===== src/rtl/led_frame_scheduler_if.sv =====
// Pixel stream between the frame scheduler and the WS2811 bit serializer.
// A pixel transfers on any cycle where pixel_valid and pixel_ready are both high.
interface led_frame_scheduler_if;
    logic [23:0] pixel_data;
    logic        pixel_valid;
    logic        pixel_ready;

    modport master (
        output pixel_data,
        output pixel_valid,
        input  pixel_ready
    );

    modport slave (
        input  pixel_data,
        input  pixel_valid,
        output pixel_ready
    );
endinterface


===== src/rtl/led_frame_scheduler.sv =====
// Steps ledindex across the LED string and waits for the colour pipeline to settle on each pixel.
// It buffers one {r,g,b} pixel toward the serializer, then holds the latch gap between frames.
module led_frame_scheduler #(
    parameter int NUM_LEDS      = 50,
    parameter int SETTLE_CYCLES = 64,
    parameter int LATCH_CYCLES  = 600
) (
    input  logic                         clk,
    input  logic                         rst,
    input  logic                         enable,
    input  logic [7:0]                   red,
    input  logic [7:0]                   green,
    input  logic [7:0]                   blue,
    output logic [7:0]                   ledindex,
    led_frame_scheduler_if.master        pix,
    output logic                         latch_active,
    output logic                         frame_start,
    output logic                         frame_done,
    output logic                         busy
);

    localparam int CNT_W   = $clog2(SETTLE_CYCLES);
    localparam int LATCH_W = $clog2(LATCH_CYCLES + 1);

    localparam logic [CNT_W-1:0]   CNT_LAST  = CNT_W'(SETTLE_CYCLES - 1);
    localparam logic [7:0]         LED_LAST  = 8'(NUM_LEDS - 1);
    localparam logic [LATCH_W-1:0] LATCH_END = LATCH_W'(LATCH_CYCLES);

    typedef enum logic [1:0] {
        IDLE,
        COMPUTE,
        DRAIN,
        LATCH
    } state_t;

    state_t             state;
    state_t             state_next;
    logic [CNT_W-1:0]   cnt;
    logic [LATCH_W-1:0] latch_cnt;

    logic transfer;
    logic buf_free;
    logic at_settle;
    logic last_led;
    logic latch_end;
    logic capture;
    logic start_frame;

    always_ff @(posedge clk) begin
        if (rst) begin
            state <= IDLE;
        end else begin
            state <= state_next;
        end
    end

    // The buffer may be refilled on the same cycle its current pixel is accepted.
    always_comb begin
        state_next   = state;
        transfer     = pix.pixel_valid & pix.pixel_ready;
        buf_free     = !pix.pixel_valid || transfer;
        at_settle    = (cnt == CNT_LAST);
        last_led     = (ledindex == LED_LAST);
        latch_end    = (latch_cnt == LATCH_END);
        capture      = (state == COMPUTE) && at_settle && buf_free;
        busy         = (state != IDLE);
        latch_active = (state == LATCH) && !latch_end;
        frame_done   = (state == LATCH) && latch_end;
        frame_start  = (state == COMPUTE) && (cnt == '0) && (ledindex == 8'd0);

        case (state)
            IDLE: begin
                if (enable) state_next = COMPUTE;
            end
            COMPUTE: begin
                if (capture && last_led) state_next = DRAIN;
            end
            DRAIN: begin
                if (buf_free) state_next = LATCH;
            end
            LATCH: begin
                if (latch_end) state_next = enable ? COMPUTE : IDLE;
            end
            default: state_next = IDLE;
        endcase

        start_frame = (state != COMPUTE) && (state_next == COMPUTE);
    end

    // cnt parks on its last value while the buffer is still full, so the capture fires on release.
    always_ff @(posedge clk) begin
        if (rst) begin
            pix.pixel_data  <= '0;
            pix.pixel_valid <= 1'b0;
            cnt             <= '0;
            ledindex        <= 8'd0;
            latch_cnt       <= '0;
        end else begin
            if (capture) begin
                pix.pixel_data  <= {red, green, blue};
                pix.pixel_valid <= 1'b1;
            end else if (transfer) begin
                pix.pixel_valid <= 1'b0;
            end

            if (state == COMPUTE) begin
                if (capture) begin
                    cnt <= '0;
                end else if (!at_settle) begin
                    cnt <= cnt + 1'b1;
                end
            end else begin
                cnt <= '0;
            end

            if (start_frame) begin
                ledindex <= 8'd0;
            end else if (capture && !last_led) begin
                ledindex <= ledindex + 8'd1;
            end

            if ((state == LATCH) && !latch_end) begin
                latch_cnt <= latch_cnt + 1'b1;
            end else begin
                latch_cnt <= '0;
            end
        end
    end

endmodule


===== src/flat_wrapper.sv =====
// flat-port wrapper written by rule: the top's interface ports become plain ports
module led_frame_scheduler_flat 
#(
    parameter int NUM_LEDS      = 50,
    parameter int SETTLE_CYCLES = 64,
    parameter int LATCH_CYCLES  = 600
)
  (clk, rst, enable, red, green, blue, ledindex, latch_active, frame_start, frame_done, busy, pix_pixel_data, pix_pixel_valid, pix_pixel_ready);
  led_frame_scheduler_if pix_i ();
  input  logic clk;
  input  logic rst;
  input  logic enable;
  input  logic [7:0] red;
  input  logic [7:0] green;
  input  logic [7:0] blue;
  output logic [7:0] ledindex;
  output logic latch_active;
  output logic frame_start;
  output logic frame_done;
  output logic busy;
  output wire logic [$bits(pix_i.pixel_data)-1:0] pix_pixel_data;
  output wire logic [$bits(pix_i.pixel_valid)-1:0] pix_pixel_valid;
  input wire logic [$bits(pix_i.pixel_ready)-1:0] pix_pixel_ready;
  assign pix_pixel_data = pix_i.pixel_data;
  assign pix_pixel_valid = pix_i.pixel_valid;
  assign pix_i.pixel_ready = pix_pixel_ready;
  led_frame_scheduler #(.NUM_LEDS(NUM_LEDS), .SETTLE_CYCLES(SETTLE_CYCLES), .LATCH_CYCLES(LATCH_CYCLES)) u_core (.clk(clk), .rst(rst), .enable(enable), .red(red), .green(green), .blue(blue), .ledindex(ledindex), .pix(pix_i), .latch_active(latch_active), .frame_start(frame_start), .frame_done(frame_done), .busy(busy));
endmodule

===== config.mk =====
export PLATFORM = sky130hd
export DESIGN_NAME = led_frame_scheduler_flat
export DESIGN_NICKNAME = d
export VERILOG_FILES = /design/src/rtl/led_frame_scheduler_if.sv /design/src/rtl/led_frame_scheduler.sv /design/src/flat_wrapper.sv
export SDC_FILE = /design/constraint.sdc
export NUM_CORES = 1
export LEC_CHECK = 0
export CORE_ASPECT_RATIO = 1.1
export CORE_MARGIN = 8
export CORE_UTILIZATION = 40
export DETAILED_ROUTE_END_ITERATION = 8
export GPL_TIMING_DRIVEN = 0
export PLACE_DENSITY = 0.8
export SYNTH_ARGS = -nofsm -noshare
export SYNTH_HDL_FRONTEND = slang
export SYNTH_SLANG_ARGS = --single-unit

===== constraint.sdc =====
create_clock -name clk -period 1.8 [get_ports clk]
set_input_delay 0.36 -clock clk [delete_from_list [all_inputs] [get_ports clk]]
set_output_delay 0.36 -clock clk [all_outputs]
set_load 0.03 [all_outputs]

==> impl_summary.log, run 1 <==
[metrics] number of library cell types mapped by synthesis: 37
[metrics] share of async-settable or async-resettable flops after synthesis: 0%
[metrics] Die Wd: 86.7 um
[metrics] Inserted Clock Buffers: 5
[metrics] top-count cell post-synth: sky130_fd_sc_hd__nand2_1
[metrics] routed wire length: 5.82 mm
[metrics] via count of the first global-routing pass: 2017
[metrics] most area-hungry cell type in the Yosys netlist: sky130_fd_sc_hd__dfxtp_1
[metrics] critical-path cell list: nor4_4, nand2_1, nor4_4, buf_4
[metrics] vertical die dimension: roughly 94 um
[metrics] fin. max-slew vios: 0
[metrics] Crit. End Element: output port
[metrics] fraction of layout instances using a drive strength above 1: 20.7%
[metrics] total congestion overflow after global routing: 0
[metrics] clock skew: slightly below 0.007 ns
[metrics] clock transition time at the flip-flop clock pins of the worst setup and hold paths: 0.10 ns
[metrics] pre-CTS setup slack: -0.491 ns
[metrics] max-cap violations: 0
[metrics] final hold slack: 0.443 ns
[metrics] post-route minimum period: 1.85 ns
[metrics] required time reported for the critical path endpoint: around 1.4 ns
[metrics] maximum clock insertion buffer count: 2
[metrics] Site Rows: 28
[metrics] Critical Path Source Type: register
[metrics] CTS H-tree depth: 2
[metrics] CTS tree: built
[metrics] netlist area before placement: 2200 sq um
[metrics] count of buffers inserted at the top-level ports: 63
[metrics] initial antenna violation count: 0
[metrics] diode insertion count for antenna repair: 0
[metrics] effective utilization at floorplan: 41.0%
[metrics] largest fanout of any net on the critical path: 2
[metrics] number of nets in the final layout: approximately 380
[metrics] sequential cell area fraction in the yosys report: 46.5%
[metrics] leakage power: about 0.0012 uW
[metrics] via count of the routed design: between 2000 and 2500
[metrics] area growth from synthesis to layout: 51.4%
[metrics] overall fraction of global-route tracks in use: ~14%
[metrics] top post-synthesis cells by area: sky130_fd_sc_hd__dfxtp_1 46%, sky130_fd_sc_hd__nand2_1 10%, sky130_fd_sc_hd__a21oi_1 6.8%
[metrics] average wire length per cell after detail routing: 13.8 um
[metrics] Final Worst Setup Slack: -0.0481 ns
[metrics] RSZ-0062 raised after global routing: true
[metrics] Cell Pwr Density: 623 nW/um^2
[metrics] worst setup path class: register to output port
[metrics] crit-path most repeated cell: sky130_fd_sc_hd__nor4_4
[metrics] Top-Level Pins: between 60 and 70
[metrics] most instantiated flip-flop cell in the synthesis netlist: sky130_fd_sc_hd__dfxtp_1
[metrics] Post-Syn Area per Cell: 8.42 sq um
[metrics] largest net degree at the start of global routing: 17
[metrics] overall power consumption: 2070 uW
[metrics] TritonRoute pass-1 iters: 4
[metrics] syn_nets: 296
[metrics] fraction of post-synthesis cell area in the top cell type by area: 46.5%
[metrics] CP Data Arrival Time: 1.49 ns
[metrics] Hold Vio Cnt, Final: 0
[metrics] Initial DRC Count: 64
[metrics] Core ar.: 5360 sq um
[metrics] period utilization: 103%
[metrics] run status: finished, violations left
[metrics] number of enable-type register cells in the synthesized netlist: 0
[metrics] number of DRC violations after detailed routing: 0
[metrics] area occupied by multi-input gates: 1240 sq um
[metrics] max incr delay on CP: approximately 0.36 ns
[metrics] number of standard cells in the layout, taps in and fillers out: 423
[metrics] worst-skew pair later-pin latency: 0.31 ns
[metrics] # fillers: 459
[metrics] Tightest Pin Transition: 0.447 ns
[metrics] area occupied by registers: 1050 sq um
[metrics] die area: 8120 sq um
[metrics] Hold Crit Class: input pin to register
[metrics] Avg Vias per Cell: 4.83
[metrics] Final Wtd Congestion: 0.816
[metrics] wire length of the first global-routing pass: 9.23 mm
[metrics] Post-Syn Instances: 261
[metrics] post-detailed-route count of antenna-violating nets: 0
[metrics] VDD IR max: 460 uV
[metrics] sum of net half-perimeters after detailed placement: 4.04 mm
[metrics] Placed Instances: 399
[metrics] violations in the final reports: negative setup slack
[metrics] Clock Sinks: 51
[metrics] Finish-stage setup viols: 4
[metrics] maximum operating frequency: around 540 MHz
[metrics] Seq cells post-synth: 51
[metrics] warnings from Yosys: 0
[metrics] master cell of the clock root buffer: sky130_fd_sc_hd__clkbuf_8
[metrics] top cell types by occurrence after synthesis: 60 x sky130_fd_sc_hd__nand2_1, 51 x sky130_fd_sc_hd__dfxtp_1, 30 x sky130_fd_sc_hd__a21oi_1
[metrics] remaining max-slew budget at the tightest pin: 70.2%
[metrics] post-layout utilization of the core: 62.1%
[metrics] worst-path cell with the longest stage delay: sky130_fd_sc_hd__dfxtp_4
==> power breakdown <==
part,switching [uW],leakage [uW],internal (uW)
Sequential,2.91,0.000420,1130
Clock,385,0.0000581,414
Combinational,61.4,0.000719,82.5
Total,449,0.00120,1620
==> per-stage QoR <==
| stage | TNS, ns | area [sq um] |
|---|---|---|
| 6_report | -0.146 | 3330 |
| 5_1_grt | -0.750 | 3330 |
| 4_1_cts | -0.177 | 3230 |
| 3_5_place_dp | -15.58 | 2940 |
| 3_3_place_gp | -15.14 | 2940 |
| 2_1_floorplan | 0 | 2220 |
==> worst paths after layout <==
kind	start	cells past startpoint	slack [ns]	endpoint
setup / recovery	u_core.ledindex[6]$_SDFFE_PP0P_	4	-0.05	frame_start
hold / removal	rst	2	0.44	u_core.pix.pixel_data[4]$_SDFFE_PP0P_
setup reg to reg	u_core.latch_cnt[7]$_SDFF_PP0_	7	0.01	u_core.ledindex[0]$_SDFFE_PP0P_
hold reg to reg	u_core.pix.pixel_data[3]$_SDFFE_PP0P_	2	0.46	u_core.pix.pixel_data[3]$_SDFFE_PP0P_
==> repair_timing <==
action,4_1_cts,5_1_grt
pin swaps,11,17
endpoints found under the hold margin,0,0
setup endpoints to repair,36,32
hold buffers,0,0
buffers inserted,13,3
gates resized for setup,53,26
==> cells in the final DEF (no fill, tap or decap), drive strengths merged, types with 2 or more instances in the layout <==
| master | netlist | final |
|---|---|---|
| nand2 | 60 | 60 |
| clkdlybuf4s50 | 0 | 52 |
| dfxtp | 51 | 51 |
| a21oi | 30 | 30 |
| nor2 | 26 | 26 |
| buf | 2 | 24 |
| xnor2 | 12 | 12 |
| clkbuf | 8 | 11 |
| inv | 9 | 9 |
| nand3 | 8 | 8 |
| and3 | 7 | 7 |
| ha | 7 | 7 |
| xor2 | 6 | 6 |
| dlygate4sd2 | 0 | 6 |
| nor4 | 5 | 5 |
| nor3 | 3 | 3 |
| nand4 | 3 | 3 |
| nand2b | 3 | 3 |
| nor2b | 3 | 3 |
| nor3b | 3 | 3 |
| and4 | 2 | 2 |
| and2 | 2 | 2 |
| clkinv | 0 | 2 |
==> final cells by class <==
type | count | area share (%)
multi-input cells | 191 | 37.2
flip-flops and latches | 51 | 31.5
repair buffers | 79 | 22.2
well taps | 75 | 2.82
clock buffers | 5 | 2.07
plain buffers | 10 | 1.99
clock inverters | 3 | 1.32
inverters | 9 | 1.02
==> critical path: cells and delay by family, from the launching register on <==
family        cells  cell delay, ns
flops             1            0.36
simple gates      3            0.63
buf+inv           1            0.20
==> state kept, by name, summed over array words and instances, names as in the netlist <==
name,flops
u_core.state,2
u_core.pix.pixel_valid,1
u_core.cnt,6
u_core.latch_cnt,10
u_core.pix.pixel_data,24
u_core.ledindex,8
==> per-layer routing <==
| metal | GRT usage [%] | wire length [um] |
|---|---|---|
| met4 | 4.17 | 58 |
| met5 | 0 | 0 |
| met2 | 24.4 | 3000 |
| met3 | 4.11 | 354 |
| met1 | 15.9 | 2400 |
==> cell families after synthesis <==
family / count (synthesis) / synth area share [%]
AOI/OAI and AO/OA: 37 / 9.62
DFF: 51 / 46.5
xor gates and xnor gates: 18 / 7.18
buffers and inverters: 19 / 3.64
and+or+nand+nor: 129 / 29.1
adders and majority gates: 7 / 3.99
(Power assumes the default switching activity.)
==> run 2, diff against run 1 <==
--- a/config.mk
+++ b/config.mk
@@ -5,7 +5,7 @@
 export SDC_FILE = /design/constraint.sdc
 export NUM_CORES = 1
 export LEC_CHECK = 0
-export CORE_ASPECT_RATIO = 1.1
+export CORE_ASPECT_RATIO = 0.6
 export CORE_MARGIN = 8
 export CORE_UTILIZATION = 40
 export DETAILED_ROUTE_END_ITERATION = 8
==> run 2 against run 1 <==
Sequential power about the same; combinational power up 4%; first-iteration DRC count up 36%; fmax down 3.3%; setup slack worse by 0.063 ns; the flow still finishes with violations (negative setup slack); clock power up 3.3%; die area up 0.92%; largest power group unchanged; global-route usage up 0.57 points; count of clock-buffer cells in the layout unchanged; clock skew up 0.0040 ns; hold slack better by 0.032 ns.
==> impl_summary.log, run 2 (synthesis gave the netlist of run 1 again) <==
[metrics] Largest regs: u_core.pix.pixel_data (24), u_core.latch_cnt (10), u_core.ledindex (8)
[metrics] Initial DRC Count: 87
[metrics] Final Worst Setup Slack: -0.111 ns
[metrics] required time reported for the critical path endpoint: 2.01 ns
[metrics] Die Wd: approximately 110 um
[metrics] total congestion overflow after global routing: 0
[metrics] clock transition time at the flip-flop clock pins of the worst setup and hold paths: 0.10 ns
[metrics] post-route minimum period: 1.91 ns
[metrics] CP Data Arrival Time: 2.12 ns
[metrics] violations in the final reports: negative setup slack
[metrics] diode insertion count for antenna repair: 0
[metrics] fraction of layout instances using a drive strength above 1: between 30% and 40%
[metrics] cell count of the worst hold path: 2
[metrics] leakage power: 0.00155 uW
[metrics] vertical die dimension: about 73 um
[metrics] wire length of the first global-routing pass: 9.65 mm
[metrics] number of nets in the final layout: 383
[metrics] routed wire length: roughly 6.8 mm
[metrics] VDD IR max: ~430 uV
[metrics] area occupied by registers: between 1000 and 1500 sq um
[metrics] area occupied by multi-input gates: 1510 sq um
[metrics] largest net degree at the start of global routing: 18
[metrics] Placed Instances: roughly 390
[metrics] Inserted Clock Buffers: 5
[metrics] Final Wtd Congestion: 0.832
[metrics] number of DRC violations after detailed routing: 0
[metrics] Core ar.: 5440 sq um
[metrics] max-cap violations: 0
[metrics] post-detailed-route count of antenna-violating nets: 0
[metrics] number of standard cells in the layout, taps in and fillers out: 418
[metrics] Site Rows: 21
[metrics] CTS tree: built
[metrics] Hold Vio Cnt, Final: 0
[metrics] largest fanout of any net on the critical path: 5
[metrics] fin. max-slew vios: 0
[metrics] run status: finished, violations left
[metrics] TritonRoute pass-1 iters: 4
[metrics] maximum clock insertion buffer count: 2
[metrics] initial antenna violation count: 0
[metrics] flip-flop count of the largest register after layout: 24
[metrics] post-layout utilization of the core: 68.9%
[metrics] area growth from synthesis to layout: 70.7%
[metrics] average wire length per cell after detail routing: about 16 um
[metrics] via count of the first global-routing pass: 1906
[metrics] RSZ-0062 raised after global routing: true
[metrics] Hold Crit Class: register to register
[metrics] worst setup path class: register to register
[metrics] Avg Vias per Cell: 5.16
[metrics] Finish-stage setup viols: 23
[metrics] Met2 Wirelength: 3.00 mm
[metrics] master cell of the clock root buffer: sky130_fd_sc_hd__clkbuf_8
[metrics] effective utilization at floorplan: 40.4%
[metrics] Hold Buf Count CTS: 0
[metrics] uppermost signal routing layer after detailed routing: met4
[metrics] clock skew: 0.0108 ns
[metrics] final hold slack: 0.475 ns
[metrics] routed metal-1 wirelength: 2.93 mm
[metrics] # fillers: 423
[metrics] Critical Path Source Type: register
[metrics] worst-skew pair later-pin latency: 0.30 ns
[metrics] via count of the routed design: 2155
[metrics] met3 wire len: 792 um
[metrics] Crit. End Element: register
[metrics] commonest cells after routing, fill and taps aside: 40 x sky130_fd_sc_hd__dfxtp_1, 38 x sky130_fd_sc_hd__clkdlybuf4s50_1, 36 x sky130_fd_sc_hd__nand2_1
[metrics] Largest Register: u_core.pix.pixel_data
[metrics] Clock Sinks: 51
[metrics] sum of net half-perimeters after detailed placement: ~4.2 mm
[metrics] period utilization: 106%
[metrics] count of buffers inserted at the top-level ports: 63
[metrics] Top-Level Pins: 65
[metrics] maximum operating frequency: 523 MHz
[metrics] Tightest Pin Transition: 0.698 ns
[metrics] overall fraction of global-route tracks in use: 14.5%
[metrics] overall power consumption: roughly 2100 uW
[metrics] Cell Pwr Density: 561 nW/um^2
[metrics] remaining max-slew budget at the tightest pin: 53.5%
[metrics] logic depth of the worst register-to-register path: 8
[metrics] CTS H-tree depth: 2
[metrics] die area: slightly above 8000 sq um
[metrics] most common cell after layout, fill and taps aside: sky130_fd_sc_hd__dfxtp_1
[run 2: changes by cell type in the layout (fill, tap and decap cells not counted), moves of 6 or more]
| cell | before | now |
|---|---|---|
| sky130_fd_sc_hd__nand2_4 | 0 | 22 |
| sky130_fd_sc_hd__clkdlybuf4s50_1 | 52 | 38 |
| sky130_fd_sc_hd__a21oi_2 | 1 | 22 |
| sky130_fd_sc_hd__buf_4 | 19 | 13 |
| sky130_fd_sc_hd__a21oi_1 | 29 | 8 |
| sky130_fd_sc_hd__dlymetal6s2s_1 | 1 | 15 |
| sky130_fd_sc_hd__nand2_1 | 59 | 36 |
[run 2: cell type report]
cell class                      instances  area share (%)
Sequential cell                        51            27.8
Clock buffer                            5            1.84
Buffer                                 10            2.70
Inverter                                9           0.901
Multi-Input combinational cell        191            40.3
Clock inverter                          3            1.27
Timing Repair Buffer                   80            22.9
Tap cell                               69            2.30
[run 2: what timing repair did]
action | in CTS | in global routing
pin swaps | 7 | 49
gates resized for setup | 68 | 111
buffers inserted | 5 | 9
endpoints found under the setup margin | 38 | 37
cloned | 0 | 3
[run 2: per-stage QoR]
stage / setup TNS [ns] / worst slack, ns / instance area, sq um
global placement: -15.14 / -0.486 / 2930
CTS: -0.121 / -0.0623 / 3230
global route: -2.22 / -0.203 / 3750
floorplan: 0 / 0.00733 / 2220
finish: -0.746 / -0.111 / 3750
detailed placement: -17.05 / -0.541 / 2930
[run 2: critical path, stage by stage, from the launching register on]
cell	delay, ns
sky130_fd_sc_hd__dfxtp_4	0.38
sky130_fd_sc_hd__ha_4	0.16
sky130_fd_sc_hd__nand3_4	0.10
sky130_fd_sc_hd__or4_4	0.61
sky130_fd_sc_hd__buf_12	0.17
sky130_fd_sc_hd__buf_4	0.14
sky130_fd_sc_hd__nor2_4	0.08
sky130_fd_sc_hd__xnor2_1	0.12
sky130_fd_sc_hd__nor2_1	0.06
[run 2: per-layer routing]
metal / up-vias / global-route usage [%]
li1: 1038 / -
met1: 1006 / 18.1
met2: 97 / 21.2
met3: 14 / 8.45
met4: 0 / 2.56
met5: - / 0
[run 2: final timing paths]
kind,from,to,slack (ns)
worst max-delay path,u_core.cnt[1]$_SDFFE_PP0P_,u_core.ledindex[5]$_SDFFE_PP0P_,-0.11
worst min-delay path,u_core.pix.pixel_data[15]$_SDFFE_PP0P_,u_core.pix.pixel_data[15]$_SDFFE_PP0P_,0.47
worst max register to register,u_core.cnt[1]$_SDFFE_PP0P_,u_core.ledindex[5]$_SDFFE_PP0P_,-0.11
worst min register to register,u_core.pix.pixel_data[15]$_SDFFE_PP0P_,u_core.pix.pixel_data[15]$_SDFFE_PP0P_,0.47
[run 2: power breakdown]
group | internal [uW] | leakage, uW | total [uW] | switching [uW]
clock network | 422 | 0.0000587 | 825 | 403
registers | 1130 | 0.000418 | 1130 | 2.79
logic | 83.2 | 0.00108 | 150 | 67.2
==> run 3, diff against run 2 <==
--- a/config.mk
+++ b/config.mk
@@ -5,12 +5,14 @@
 export SDC_FILE = /design/constraint.sdc
 export NUM_CORES = 1
 export LEC_CHECK = 0
+export ABC_AREA = 0
+export CAP_MARGIN = 20
 export CORE_ASPECT_RATIO = 0.6
 export CORE_MARGIN = 8
 export CORE_UTILIZATION = 40
 export DETAILED_ROUTE_END_ITERATION = 8
 export GPL_TIMING_DRIVEN = 0
-export PLACE_DENSITY = 0.8
+export PLACE_DENSITY_LB_ADDON = 0.05
 export SYNTH_ARGS = -nofsm -noshare
 export SYNTH_HDL_FRONTEND = slang
 export SYNTH_SLANG_ARGS = --single-unit
==> run 3 against run 2 <==
The flow still finishes with violations (negative setup slack); register-to-register slack improved by 0.17 ns; die area unchanged; global-route usage is 0.34 points lower; clock power is 2.7% higher; clock skew is 0.0022 ns higher; flip-flop and latch count is the same.
==> impl_summary.log, run 3 (synthesis gave the netlist of run 1 again) <==
[metrics] die area: around 8200 sq um
[metrics] Largest Register: u_core.pix.pixel_data
[metrics] Cell Pwr Density: 621 nW/um^2
[metrics] overall fraction of global-route tracks in use: roughly 14%
[metrics] Site Rows: 21
[metrics] final std cell area, no fill: around 3400 sq um
[metrics] total congestion overflow after global routing: 0
[metrics] Avg Vias per Cell: 4.80
[metrics] Inserted Clock Buffers: 5
[metrics] flip-flop count of the largest register after layout: 24
[metrics] most common cell after layout, fill and taps aside: sky130_fd_sc_hd__nand2_1
[metrics] CP Data Arrival Time: between 1.5 and 2 ns
[metrics] leakage power: 0.00127 uW
[metrics] Largest regs: u_core.pix.pixel_data (24), u_core.latch_cnt (10), u_core.ledindex (8)
[metrics] worst setup path class: register to output port
[metrics] run status: finished, violations left
[metrics] Hold Vio Cnt, Final: 0
[metrics] Clock Sinks: 51
[metrics] clock skew: approximately 0.013 ns
[metrics] TritonRoute pass-1 iters: 4
[metrics] CTS tree: built
[metrics] instance area after placement: around 2900 sq um
[metrics] via count of the first global-routing pass: 1927
[metrics] pre-CTS setup slack: -0.569 ns
[metrics] sum of net half-perimeters after detailed placement: just over 4 mm
[metrics] period utilization: 105%
[metrics] number of nets in the final layout: 385
[metrics] area growth from synthesis to layout: 56.0%
[metrics] vertical die dimension: 73.4 um
[metrics] Top-Level Pins: 65
[metrics] RSZ-0062 raised after global routing: true
[metrics] initial antenna violation count: 0
[metrics] CTS H-tree depth: 2
[metrics] VDD IR max: approximately 360 uV
[metrics] number of standard cells in the layout, taps in and fillers out: 420
[metrics] Critical Path Source Type: register
[metrics] Hold Buf Count CTS: 0
[metrics] logic depth of the worst register-to-register path: 7
[metrics] Core ar.: 5440 sq um
[metrics] Final Worst Setup Slack: -0.0961 ns
[metrics] via count of the routed design: 2017
[metrics] Total Negative Setup Slacks: -0.107 ns
[metrics] worst-skew pair later-pin latency: 0.31 ns
[metrics] cell count of the worst hold path: 2
[metrics] Final Wtd Congestion: 0.772
[metrics] count of buffers inserted at the top-level ports: 63
[metrics] Tightest Pin Transition: ~0.48 ns
[metrics] clock transition time at the flip-flop clock pins of the worst setup and hold paths: 0.09 ns
[metrics] fraction of layout instances using a drive strength above 1: 23.9%
[metrics] commonest cells after routing, fill and taps aside: 58 x sky130_fd_sc_hd__nand2_1, 51 x sky130_fd_sc_hd__clkdlybuf4s50_1, 35 x sky130_fd_sc_hd__dfxtp_1
[metrics] routed wire length: 5.89 mm
[metrics] post-route minimum period: 1.90 ns
[metrics] largest net degree at the start of global routing: 17
[metrics] Placed Instances: about 390
[metrics] # fillers: ~450
[metrics] area occupied by registers: ~1100 sq um
[metrics] Initial DRC Count: ~70
[metrics] Die Wd: ~110 um
[metrics] master cell of the clock root buffer: sky130_fd_sc_hd__clkbuf_8
[metrics] Finish-stage setup viols: 3
[metrics] remaining max-slew budget at the tightest pin: 68.0%
[metrics] max-cap violations: 0
[metrics] effective utilization at floorplan: 40.4%
[metrics] fin. max-slew vios: 0
[metrics] post-detailed-route count of antenna-violating nets: 0
[metrics] number of DRC violations after detailed routing: 0
[metrics] area occupied by multi-input gates: 1270 sq um
[metrics] largest fanout of any net on the critical path: 4
[metrics] average wire length per cell after detail routing: 14.0 um
[metrics] Hold Crit Class: register to register
[metrics] wire length of the first global-routing pass: roughly 9.3 mm
[metrics] maximum clock insertion buffer count: 2
[metrics] required time reported for the critical path endpoint: 1.44 ns
[metrics] overall power consumption: 2130 uW
[metrics] maximum operating frequency: ~530 MHz
[metrics] Crit. End Element: output port
[metrics] diode insertion count for antenna repair: 0
[metrics] register-to-register setup slack: 0.06 ns
[metrics] violations in the final reports: negative setup slack
run 3: metrics by stage:
stage                     hold WS [ns]  utilization (%)
final                            0.457             63.0
after global routing             0.454             63.0
after CTS                        0.456             61.2
after detailed placement         0.448             53.9
after global placement           0.441             53.9
after floorplan                  0.437                -
run 3: layout make-up:
class / instances / area share [%]
clock inverters: 2 / 1.13
plain buffers: 10 / 2.12
repair buffers: 82 / 23.0
multi-input cells: 191 / 37.1
well taps: 69 / 2.52
clock buffers: 6 / 2.41
flip-flops and latches: 51 / 30.7
inverters: 9 / 0.986
run 3: routing by layer:
| layer | share of wire [%] | global-route usage, % | wire (um) |
|---|---|---|---|
| met5 | 0 | 0 | 0 |
| met4 | 0.88 | 4.06 | 52 |
| met1 | 48 | 17.9 | 2840 |
| met3 | 10 | 7.30 | 604 |
| met2 | 41 | 20.5 | 2390 |
run 3: path summary, 6_finish.rpt:
kind	from	to
worst min register to register	u_core.pix.pixel_data[19]$_SDFFE_PP0P_	u_core.pix.pixel_data[19]$_SDFFE_PP0P_
worst max register to register	u_core.cnt[1]$_SDFFE_PP0P_	u_core.ledindex[2]$_SDFFE_PP0P_
worst max-delay path	u_core.latch_cnt[6]$_SDFF_PP0_	frame_done
worst min-delay path	u_core.pix.pixel_data[19]$_SDFFE_PP0P_	u_core.pix.pixel_data[19]$_SDFFE_PP0P_
run 3: worst max-delay path: stages (launching register included):
cell,delay [ns]
sky130_fd_sc_hd__dfxtp_1,0.43
sky130_fd_sc_hd__nand4bb_4,0.14
sky130_fd_sc_hd__nor4_4,0.34
sky130_fd_sc_hd__nand3_2,0.13
sky130_fd_sc_hd__inv_2,0.08
sky130_fd_sc_hd__buf_6,0.12
run 3: report_power, final:
group	switching (uW)	leakage (uW)	internal, uW	total [uW]
combinational	62.3	0.000786	93.7	156
sequential	2.76	0.000421	1120	1130
clock	389	0.0000618	458	847
run 3: timing repair:
item,in CTS,in global routing
resized for setup,67,25
endpoints found under the setup margin,36,32
setup buffers,16,3
pin swaps,11,13
